[src/rtl/btn_sw_dev_in_pkg.sv]
// Shared widths, register-select encodings and read-word packing for the
// switch/button input device.
package btn_sw_dev_in_pkg;

  localparam int unsigned N_SW   = 8;
  localparam int unsigned N_BTN  = 5;
  localparam int unsigned N_IN   = N_SW + N_BTN;
  localparam int unsigned DATA_W = 32;

  typedef enum logic [1:0] {
    ADDR_STAT  = 2'b00,
    ADDR_CAPT  = 2'b01,
    ADDR_IRQEN = 2'b10,
    ADDR_RSVD  = 2'b11
  } addr_e;

  // Status word layout: debounced buttons above debounced switches.
  typedef struct packed {
    logic [DATA_W-N_IN-1:0] pad;
    logic [N_BTN-1:0]       btn;
    logic [N_SW-1:0]        sw;
  } stat_word_t;

  function automatic logic [DATA_W-1:0] pack_stat(
    input logic [N_BTN-1:0] btn,
    input logic [N_SW-1:0]  sw
  );
    stat_word_t w;
    w     = '0;
    w.btn = btn;
    w.sw  = sw;
    return w;
  endfunction

  function automatic logic [DATA_W-1:0] pack_capt(input logic [N_BTN-1:0] capt);
    return {{(DATA_W-N_BTN){1'b0}}, capt};
  endfunction

  function automatic logic [DATA_W-1:0] pack_irq_en(input logic irq_en);
    return {{(DATA_W-1){1'b0}}, irq_en};
  endfunction

endpackage

[src/rtl/debounce_bit.sv]
// One input bit: 2-flop synchronizer followed by a settle counter that only
// lets the stable value follow the synced value after DB_CYCLES agreement.
module debounce_bit #(
  parameter int unsigned DB_CYCLES = 100000
) (
  input  logic clk,
  input  logic rst,
  input  logic raw,
  output logic stable
);

  localparam int unsigned    CW       = $clog2(DB_CYCLES);
  localparam logic [CW-1:0]  CNT_LAST = CW'(DB_CYCLES - 1);

  logic          sync0;
  logic          sync1;
  logic [CW-1:0] cnt;

  // Counter runs only while synced disagrees with stable; it stops at CNT_LAST.
  always_ff @(posedge clk or posedge rst) begin
    if (rst) begin
      sync0  <= 1'b0;
      sync1  <= 1'b0;
      cnt    <= '0;
      stable <= 1'b0;
    end else begin
      sync0 <= raw;
      sync1 <= sync0;
      if (sync1 != stable) begin
        if (cnt == CNT_LAST) begin
          stable <= sync1;
          cnt    <= '0;
        end else begin
          cnt <= cnt + CW'(1);
        end
      end else begin
        cnt <= '0;
      end
    end
  end

endmodule

[src/rtl/btn_sw_dev_in.sv]
// Memory-mapped switch/button device: debounced status, sticky button-press
// capture with write-1-to-clear, and a level interrupt gated by irq_en.
module btn_sw_dev_in
  import btn_sw_dev_in_pkg::*;
#(
  parameter int unsigned DB_CYCLES = 100000
) (
  input  logic              clk,
  input  logic              rst,
  input  logic [N_SW-1:0]   sw_in,
  input  logic [N_BTN-1:0]  btn_in,
  input  logic              GPIOe0000000_we,
  input  logic [1:0]        addr_sel,
  input  logic [DATA_W-1:0] Peripheral_in,
  output logic [DATA_W-1:0] Peripheral_out,
  output logic              btn_irq
);

  logic [N_IN-1:0]   raw_c;
  logic [N_IN-1:0]   stable;
  logic [N_BTN-1:0]  btn_stable_c;
  logic [N_SW-1:0]   sw_stable_c;
  logic [N_BTN-1:0]  btn_prev;
  logic [N_BTN-1:0]  capture;
  logic              irq_en;
  addr_e             addr_c;
  logic [N_BTN-1:0]  rise_c;
  logic [N_BTN-1:0]  clr_c;
  logic [N_BTN-1:0]  capture_nxt_c;
  logic              irq_en_we_c;
  logic [DATA_W-1:0] rd_data_c;
  logic              unused_pin_c;

  assign raw_c        = {btn_in, sw_in};
  assign btn_stable_c = stable[N_IN-1:N_SW];
  assign sw_stable_c  = stable[N_SW-1:0];
  assign unused_pin_c = ^Peripheral_in[DATA_W-1:N_BTN];

  for (genvar i = 0; i < int'(N_IN); i++) begin : g_db
    debounce_bit #(
      .DB_CYCLES(DB_CYCLES)
    ) u_db (
      .clk   (clk),
      .rst   (rst),
      .raw   (raw_c[i]),
      .stable(stable[i])
    );
  end

  // Capture update (set beats clear) and read mux over pre-write state.
  always_comb begin
    addr_c        = addr_e'(addr_sel);
    rise_c        = btn_stable_c & ~btn_prev;
    clr_c         = '0;
    irq_en_we_c   = 1'b0;
    rd_data_c     = '0;
    if (GPIOe0000000_we && addr_c == ADDR_CAPT) begin
      clr_c = Peripheral_in[N_BTN-1:0];
    end
    if (GPIOe0000000_we && addr_c == ADDR_IRQEN) begin
      irq_en_we_c = 1'b1;
    end
    capture_nxt_c = (capture & ~clr_c) | rise_c;
    case (addr_c)
      ADDR_STAT:  rd_data_c = pack_stat(btn_stable_c, sw_stable_c);
      ADDR_CAPT:  rd_data_c = pack_capt(capture);
      ADDR_IRQEN: rd_data_c = pack_irq_en(irq_en);
      default:    rd_data_c = '0;
    endcase
  end

  always_ff @(posedge clk or posedge rst) begin
    if (rst) begin
      btn_prev       <= '0;
      capture        <= '0;
      irq_en         <= 1'b0;
      Peripheral_out <= '0;
      btn_irq        <= 1'b0;
    end else begin
      btn_prev       <= btn_stable_c;
      capture        <= capture_nxt_c;
      if (irq_en_we_c) begin
        irq_en <= Peripheral_in[0];
      end
      Peripheral_out <= rd_data_c;
      btn_irq        <= irq_en & (|capture);
    end
  end

endmodule

[config.mk]
export PLATFORM = sky130hd
export DESIGN_NAME = btn_sw_dev_in
export DESIGN_NICKNAME = d
export VERILOG_FILES = /design/src/rtl/btn_sw_dev_in_pkg.sv /design/src/rtl/debounce_bit.sv /design/src/rtl/btn_sw_dev_in.sv
export SDC_FILE = /design/constraint.sdc
export NUM_CORES = 1
export LEC_CHECK = 0
export CORE_AREA = 4 4 200 202
export DETAILED_ROUTE_END_ITERATION = 7
export DIE_AREA = 0 0 204 206
export PLACE_DENSITY = 0.57
export REMOVE_ABC_BUFFERS = 1
export SLEW_MARGIN = 20
export SYNTH_ARGS = -nofsm -noshare
export SYNTH_HDL_FRONTEND = slang
export SYNTH_SLANG_ARGS = --single-unit
export TNS_END_PERCENT = 30
[constraint.sdc]
create_clock -name clk -period 10.6 [get_ports clk]
set_input_delay 1.06 -clock clk [delete_from_list [all_inputs] [get_ports clk]]
set_output_delay 1.06 -clock clk [all_outputs]
set_load 0.01 [all_outputs]
* Yosys cells after proc, flatten, opt, wreduce, memory -nomap -nowiden
Index checks and enable logic that the tools add are counted.
** Word-level totals
- Bits of input ports :: 50
- Bits in read-only memories :: 0
- RAM bits :: 0
- Bits in registers :: 304
- Bits in latches :: 0
- Memories kept :: 0
- Logic and storage cells :: 150
** Operators by class
- Reduce and logical (&&, ||, !) cells :: 17
- Bitwise logic cells :: 6
- Shift-type cells :: 0
- $lt $le $gt $ge :: 0
- $add $sub $neg :: 13
- Equal/unequal tests :: 28
- Divide/modulo/power cells :: 0
- Multipliers :: 0
- Mux-type cells :: 29
** Operators with widths (number)
- $mux 17 :: 26
- $add 17x1->17 const B :: 13
- $eq 17x17->1 const B :: 13
- $pmux 13 s3 :: 1
- $reduce_and 2->1 :: 13
- $ne 1x1->1 :: 13
- $and 5x5->5 :: 2
- $not 5->5 :: 2
- $mux 5 :: 1
- $or 5x5->5 :: 1
- $reduce_or 5->1 :: 1
- $eq 2x1->1 const B :: 1
- $eq 2x2->1 const B :: 1
- $logic_and 1x1->1 :: 2
- $logic_not 2->1 :: 1
- $and 1x1->1 :: 1
- $mux 1 :: 1

* Longest topological paths before layout
Gate-level depths: netlist (run 1).
- Depth after elaboration :: 6
- Mapped depth :: 8
- Gate-level depth less buffers :: 5

* Modules after synthesis
A second synthesis (run 1) with hierarchy kept.
** Second synthesis, totals
- Cell total of the unflattened synthesis :: 1244
- Area, all modules :: 13256.5 µm²
** Modules (own cells, without submodules)
- debounce_bit :: sequential area each 500.5 µm², cells each 89, area each 938.4 µm², instances 13
- btn_sw_dev_in :: sequential area each 625.6 µm², cells each 87, area each 1057.3 µm², instances 1

* Worst setup path after synthesis (run 1)
Ideal clock, no wire load.
- Path type :: input to register
- Start :: input port addr_sel[0]
- End :: register Peripheral_out[1]
- Path buffers :: 1
- Arrival time :: 1.642 ns
- Slack :: 8.826 ns
- Required time :: 10.468 ns
- Stages :: 3
- Cell sequence :: buf_1 -> mux2i_1 -> nor2_1
** Between the ends
- Word-level cells in the longest chain between the ends :: 2
- Elaborated cells on any way between the ends :: 4
- Classes of those cells :: eq/ne (2); mux (1); reduce/logical (1)
** Ends and longest elaborated chain
- from (decl) :: RTL line btn_sw_dev_in.sv:13 : input logic [1:0] addr_sel,
- $eq 2x2->1 (tied with other cells) :: RTL line btn_sw_dev_in.sv:64 : case (addr_c)
- $pmux 13 s3 * :: RTL line btn_sw_dev_in.sv:64
- named net rd_data_c[1] :: RTL line btn_sw_dev_in.sv:31 : logic [DATA_W-1:0] rd_data_c;
- to (signal assigned) :: RTL line btn_sw_dev_in.sv:85 : Peripheral_out <= rd_data_c;
- to (decl) :: RTL line btn_sw_dev_in.sv:15 : output logic [DATA_W-1:0] Peripheral_out,
The timed path passes the listed nets; every way through them passes the cells marked *.
A chain may end at the register's enable or synchronous reset.

* Final worst setup path (run 1)
- Start :: register Peripheral_out[9]
- End :: output port Peripheral_out[9]
No word-level cell between the ends.

==> results of run 1 <==
==> sequential cells by signal, indices dropped and copies added (netlist names) <==
signal	cells
irq_en	1
g_db.u_db.cnt	221
btn_irq	1
g_db.u_db.sync1	13
g_db.u_db.sync0	13
g_db.u_db.stable	13
Peripheral_out	13
btn_prev	5
capture	5
==> layer usage <==
metal / up-vias / GRT usage [%]
li1: 4510 / -
met1: 4344 / 16.7
met2: 89 / 19.3
met3: 23 / 1.99
met4: 0 / 3.02
met5: - / 0
==> layout by cell type, fill, tap and decap left out, drive strengths merged <==
| master | count |
|---|---|
| nand3 | 61 |
| nand4bb | 5 |
| buf | 4 |
| nor4b | 9 |
| xor2 | 66 |
| or3b | 3 |
| and2 | 8 |
| nand4 | 72 |
| nor4 | 64 |
| nor2b | 1 |
| nor3 | 39 |
| a41o | 6 |
| clkbuf | 44 |
| nor2 | 216 |
| or2 | 8 |
| o31ai | 5 |
| inv | 44 |
| and3 | 6 |
| a21oi | 19 |
| o21a | 1 |
| o21ai | 25 |
| nor4bb | 4 |
| mux2i | 5 |
| dfrtp | 285 |
| clkinv | 5 |
| nand3b | 2 |
| xnor2 | 123 |
| clkdlybuf4s50 | 36 |
| or4 | 6 |
| o41ai | 5 |
| and4 | 21 |
| mux2 | 13 |
| and4bb | 2 |
| bufinv | 5 |
| nand2 | 74 |
| ha | 13 |
| or3 | 20 |
| conb | 19 |
==> layout make-up <==
type	instances	share of cell area, %
timing repair buffer	40	2.60
clock buffer	44	5.64
multi-input combinational	921	38.1
sequential	285	47.1
clock inverter	10	1.16
tap	518	4.28
inverter	44	1.14
==> where the power goes <==
| group | internal [W] | total [W] | switching [W] |
|---|---|---|---|
| sequential | 0.00111 | 0.00113 | 0.0000198 |
| combinational | 0.0000273 | 0.0000849 | 0.0000576 |
| clock | 0.000676 | 0.00109 | 0.000419 |
| total | 0.00181 | 0.00231 | 0.000496 |
==> Yosys cell counts (2+ instances only) <==
cell	count	area share [%]
dfrtp_1	285	54
nor2_1	216	6.1
xnor2_1	123	8.1
nand2_1	74	2.1
nand4_1	67	3.1
xor2_1	66	4.3
nor4_1	64	3.0
nand3_1	60	2.3
inv_1	44	1.2
nor3_1	39	1.5
buf_4	25	1.4
o21ai_0	24	0.90
or3_1	20	0.94
a21oi_1	18	0.68
and4_1	18	1.2
buf_2	13	0.49
ha_1	13	1.2
mux2_2	13	1.1
and2_1	8	0.38
nor4b_1	8	0.53
or2_1	7	0.33
and3_1	6	0.28
a41o_1	5	0.38
clkbuf_1	5	0.14
mux2i_1	5	0.38
nand4bb_1	5	0.42
or4_1	5	0.28
nor4bb_1	4	0.30
o31ai_1	4	0.23
buf_6	3	0.25
nand4_2	3	0.28
o41ai_1	3	0.20
or3b_1	3	0.20
and4_2	2	0.15
and4bb_2	2	0.19
nand3b_1	2	0.11
nand4_4	2	0.32
o41ai_4	2	0.41
==> worst max path at each step <==
| stage | cells past startpoint | slack, ns | end |
|---|---|---|---|
| finish | 1 | 8.00 | Peripheral_out[9] |
| global route | 3 | 7.78 | Peripheral_out[11] |
| CTS | 3 | 7.76 | g_db[5].u_db.cnt[16] |
| detailed placement | 3 | 7.14 | g_db[6].u_db.cnt[4] |
| global placement | 3 | 7.14 | g_db[6].u_db.cnt[3] |
| floorplan | 1 | 1.68 | Peripheral_out[0] |
==> logic make-up after synthesis <==
| kind of cell | after synthesis |
|---|---|
| mux | 18 |
| compound gates | 61 |
| buf+inv | 92 |
| simple gates | 621 |
| xor+xnor | 189 |
| flops | 285 |
| fa+ha+maj | 13 |
| other cells | 1 |
==> stage by stage <==
step	utilization (%)	cells	worst slack, ns
floorplan	-	1250	1.68
global placement	36.8	1808	7.14
detailed placement	36.8	1808	7.14
CTS	39.5	1862	7.76
global route	39.5	1862	7.78
finish	39.5	1862	8.00
==> results list, run 1 <==
- Largest net degree at the start of global routing: 140
- For this run, the detailed router's first-pass iteration total came to 4.
- For flop-to-flop paths, the worst setup slack is 8.47 ns.
- After Yosys synthesis, full adders, half adders and majority gates account for 1.22% of the synthesized area.
- Area used by multi-input combinational logic: 5760 um^2
- The number of antenna diodes in the final layout is 0.
* Total of max-cap violations: 0
- Async set-reset flop share out of synthesis: 100%
* Max-slew violation count: 0
* Cell area after technology mapping: 13,300 um^2
- Synthesized area divided by synthesized cell count: 10.4 um^2
- Final-report hold violation count: 0
- For the final routed database, the setup TNS stands at 0 ns.
- On the final layout, the worst hold slack is 0.345 ns.
- After clock tree synthesis, the flow added hold-fix buffers numbering 0.
* Leakage power: 6.06 nW
* Tot Pwr: 0.00231 W
* Ys flop type: dfrtp_1
- The worst setup path is captured at a primary output.
- Critical path's largest stage delay: 0.57 ns
- DIE HEIGHT: 206 um
- Min Tclk post-route: 2.60 ns
- The slowest stage of the critical path belongs to the cell clkdlybuf4s50_1.
* Netlist cell types: 52
- The critical path is of the reg2out type.
- Clock-pin slew was measured on the worst setup and hold paths at 0.06 ns.
- Worst setup path start: Peripheral_out[9]
- Measured against the total synthesized area, the mux share comes to 1.48%.
- Clock tree from TritonCTS: built
- Drt total wl: 24,800 um
- Along the worst hold path, the cell count comes to 0.
- Area fraction in compound gates after synthesis: 3.23%
- H-Tree Depth: 1
* Areal power density over the cells: 152 nW/um^2
- Setup clock skew after layout: 0.00772 ns
* Max IR drop VDD: 0.000121 V
- The later pin in the worst-skew pair is clocked with a latency of 0.55 ns.
- With fillers left out, the area of the finished cells amounts to 15,100 um^2.
- Nets@finish: 1,386
* Sequential-to-total area share from yosys stat: 53.6%
- The worst setup path is launched from a register.
- # port buffers: 36
* Fraction of final layout cells with drive strength greater than 1: 6.03%
- The worst path uses 24.5% of the clock period.
- CTS Sinks: 285
- For hold timing, the worst endpoint is g_db[8].u_db.sync1.
* RSZ-0062 raised after global routing: false
* Standard cell area after detailed placement: 14,100 um^2
- Crit path cell chain: clkdlybuf4s50_1
* First-pass GRT wire length: 43,200 um
- Fill cell count: 3,727
* WL met2: 11,500 um
- In this run the worst hold path is classified as reg2reg.
* Reg2Reg Capture Point: g_db[1].u_db.cnt[7]
- Flip-flop and latch count after synthesis: 285
* Global-route total usage across every layer: 11.9%
* Inserted Clock Buffers: 31
* RD Place Congestion: 0.786
- The detail route stage leaves a number of antenna-violating nets equal to 0.
- Number of cells traversed by the worst register-to-register path: 5
- Slew Limit Headroom: 35.8%
- On the critical path the largest part of the delay comes from buffers and inverters.
* Number of synthesized flops with an enable pin: 0
- STA puts the critical path data arrival time at 1.54 ns.
* Buffers inserted during post-CTS setup optimization: 0
- The cell sitting at the root of the clock tree is a clkbuf_16.
- 83 I/O pins were placed.
- Count of yosys warnings during synthesis: 0
* Area of the placeable core: 38,300 um^2
- Main combinational cell family by area after synthesis: simple AND/OR/NAND/NOR gates
- Layout overhead on the synthesized area: 13.8%
- The worst hold path begins at g_db[8].u_db.sync0.
* Number of buffers and inverters on the critical path: 1
* Deepest clock path buffer count: 3
- Area fraction in and, or, nand and nor cells after synthesis: 24.4%
- Initial standard-cell utilization of the core: 34.8%
- Setup violations remaining at the end of the flow were counted as 0.
* Register Area: 7130 um^2
- In this run the worst path has a maximum fanout of 1.
* Remaining routing DRC violations: 0
- Number of global-route vias before repair: 9,047
* GR Overflow Total: 0
- In the final routed layout, each cell accounts on average for 13.3 um.
- For the pin with the worst max-slew slack, the measured transition is 0.962 ns.
- The detailed router put a total of 12,200 um of wire on met1.
* Number of vias in the routed layout: 8,966
- Total die area: 42,000 um^2
- Post-synthesis xor/xnor area fraction: 12.4%
- WP data required: 9.54 ns
- Achievable clock frequency: 0.385 GHz
* Per-cell via count in the routed design: 4.82
* Startpoint of the worst register-to-register path: g_db[1].u_db.cnt[0]
- Resize count post-CTS: 0
* Met3 wire length: 857 um
- Number of violations reported at the end of detailed-routing iteration 0: 458
- The highest metal layer carrying signal wires in the routed design is met4.
* Core Rows: 72
- The flow ran to the end, and the final reports show no timing, DRC or antenna violations.
* Gate count of the mapped netlist: 1,280
* Die X-Extent: 204 um
- Detailed placement ended at an HPWL of 16,400 um.
* Antenna violations before repair: 0
Note: power is estimated with default switching activity, not from simulation.
==> run 2, diff against run 1 <==
- clock period: 10.6 -> 2.5 ns (I/O delays scaled with it)
==> results list, run 2 (synthesized netlist as in run 1, its figures left out) <==
* Outcome: finished, final reports clean
* First-pass GRT wire length: 43,500 um (+0.69%)
- Max IR drop VDD: 0.000549 V (+350%)
* Type of the tightest min-delay check: in2async
- Antenna violations before repair: 0 (unchanged)
- The power consumption came to 0.0104 W (+350%).
- DIE HEIGHT: 206 um (unchanged)
- The library cell used most frequently in the layout, excluding fill and tap cells, is dfrtp_1.
- Drt total wl: 24,800 um (about the same)
* Number of violations reported at the end of detailed-routing iteration 0: 496 (+8.3%)
- The maximum buffer depth of the clock tree is 3 (unchanged).
- The worst setup path is of the reg2reg kind.
- Final sum of negative setup slack: 0 ns (unchanged)
* Total die area: 42,000 um^2 (unchanged)
- Number of iterations in the first detailed-routing pass: 4 (unchanged)
* Ant diodes: 0 (unchanged)
- RD Place Congestion: 0.812 (+3.4%)
- Setup repair after global routing left no endpoint under its margin.
- Clock tree from TritonCTS: built
* Die X-Extent: 204 um (unchanged)
* Number of global-route vias before repair: 8,981 (-0.73%)
- Setup clock skew after layout: 0.0169 ns (+0.00921 ns)
- The largest net degree at the start of global routing is 62 (-56%).
* Max-slew violation count: 0 (unchanged)
- Kind of launch point of the worst setup path: register
- The total number of clock tree sinks was 285 (unchanged).
- The number of levels the H-tree was split into was 1 (unchanged).
- Global-route total usage across every layer: 12.0% (+0.064 points)
- Switching share of power: 21.1% (-0.42 points)
* WP data required: 2.92 ns (-6.62 ns)
* Largest driver fanout on the critical path: 16 (+15)
- The latest clock arrival within the worst-skew pair came to 0.57 ns (+0.02 ns).
- Leakage power: 6.19 nW (+2.1%)
* Fraction of final layout cells with drive strength greater than 1: 7.30% (+1.3 points)
- Min Tclk post-route: 2.03 ns
- GR Overflow Total: 0 (unchanged)
- Combinational Power Share: 3.7% (about the same)
- Kind of end point of the critical path: register
- The number of flip-flops under the largest register name was 221 (unchanged).
* Achievable clock frequency: 0.493 GHz
* Inserted Clock Buffers: 31 (unchanged)
- The count of standard-cell rows is 72 (unchanged).
- Clock transition at the register clock pins on the worst setup and hold paths after CTS: 0.06 ns (about the same)
- Net Sw Power: 0.00219 W (+340%)
- The area of the core is 38,300 um^2 (unchanged).
- The residual antenna-violating net count after detailed routing is 0 (unchanged).
* Top-level port count: 83 (unchanged)
- Reg-to-reg setup timing slack: 0.47 ns (-8.00 ns)
* Total of max-cap violations: 0 (unchanged)
- Resize count post-CTS: 0 (unchanged)
* Final period utilization: 81.1%
- The effective utilization at floorplan is 34.8% (unchanged).
- Reg power frac: 46.0% (-2.9 points)
- The post-CTS setup buffer count was 0 (unchanged).
* Top register by number of flip-flops: g_db.u_db.cnt
* Final setup fails: 0 (unchanged)
- Nets@finish: 1,394 (+0.58%)
- The detail-routed net length per standard cell came to 13.3 um (-0.65%).
- Root buffer cell: clkbuf_16
* Internal portion of total power: 0.00821 W (+350%)
- The number of port buffers is 36 (unchanged).
* Arrival time worst endpoint: 2.45 ns (+0.91 ns)
* Post-CTS Hold Buffers: 0 (unchanged)
* Layout overhead on the synthesized area: 15.8%
- Portion of total power attributed to the clock network: 50.4% (+3.0 points)
* Slew Limit Headroom: 55.5% (+20 points)
* Areal power density over the cells: 675 nW/um^2 (+340%)
- Final-report hold violation count: 0 (unchanged)
- The slew of the pin with the lowest slew margin came to 0.667 ns (-0.295 ns).
* Remaining routing DRC violations: 0 (unchanged)
* Number of vias in the routed layout: 9,051 (+0.95%)
- Leaving out fill and tap cells, the most frequent cells in the layout are dfrtp_1, nor2_1, xnor2_1, nand2_1, nand4_1.
- Post-DP HPWL: 16,800 um (+2.2%)
* Per-cell via count in the routed design: 4.83 (+0.30%)
## run 2: cell count changes in the layout (fill, tap and decap cells not counted), sizes merged
cell / before / now
buf: 4 / 12
bufinv: 5 / 9
clkbuf: 44 / 41
clkinvlp: 0 / 3
clkinv: 5 / 4
inv: 44 / 45
## run 2: cell type report
| type | count | area, um^2 |
|---|---|---|
| sequential | 285 | 7130 |
| clock buffer | 41 | 873 |
| inverter | 44 | 173 |
| fill | 3704 | 22900 |
| clock inverter | 17 | 322 |
| multi-input combinational | 921 | 5760 |
| tap | 518 | 648 |
| timing repair buffer | 48 | 500 |
## run 2: routing by layer
| metal | routed length (um) | global-route usage (%) | share of wire (%) | vias up |
|---|---|---|---|---|
| met5 | 0 | 0 | 0 | - |
| li1 | - | - | - | 4539 |
| met1 | 12300 | 17.1 | 50 | 4383 |
| met4 | 641 | 3.83 | 2.6 | 0 |
| met3 | 861 | 1.85 | 3.5 | 40 |
| met2 | 11000 | 18.9 | 44 | 89 |
## run 2: worst max-delay path: stages, from the launching register on
cell,delay [ns]
dfrtp_1,0.39
ha_1,0.22
and4_1,0.37
and4_4,0.27
or2_1,0.50
nor2_1,0.11
## run 2: per-stage QoR
step | util (%) | hold slack [ns] | setup slack [ns] | area [um^2] | instances
CTS | 40.3 | 0.0845 | 0.489 | 15400 | 1874
global placement | 37.1 | 0.332 | 0.542 | 14200 | 1816
finish | 40.3 | 0.111 | 0.473 | 15400 | 1874
detailed placement | 37.1 | 0.336 | 0.488 | 14200 | 1816
floorplan | - | 0.281 | -5.61 | 13100 | 1250
global route | 40.3 | 0.0959 | 0.322 | 15400 | 1874
## run 2: worst paths after layout
| kind | from | depth (start not counted) | to |
|---|---|---|---|
| min in group clk | sw_in[3] | 1 | g_db[3].u_db.sync0 |
| worst max register to register | g_db[3].u_db.cnt[0] | 5 | g_db[3].u_db.cnt[7] |
| worst min register to register | g_db[9].u_db.sync0 | 0 | g_db[9].u_db.sync1 |
| worst min-delay path | rst | 2 | g_db[9].u_db.sync1 |
| worst max-delay path | g_db[3].u_db.cnt[0] | 5 | g_db[3].u_db.cnt[7] |
| max in group asynchronous | rst | 3 | g_db[8].u_db.sync1 |
## run 2: power groups by stage
| stage | logic, W | registers (W) | clock network, W |
|---|---|---|---|
| 3_3_place_gp | 0.000392 | 0.00486 | 0 |
| 5_1_grt | 0.000444 | 0.00479 | 0.00562 |
| 4_1_cts | 0.000396 | 0.00478 | 0.00542 |
| 2_1_floorplan | 0.000239 | 0.00484 | 0 |
| 3_5_place_dp | 0.000394 | 0.00486 | 0 |
| 6_report | 0.000381 | 0.00478 | 0.00524 |
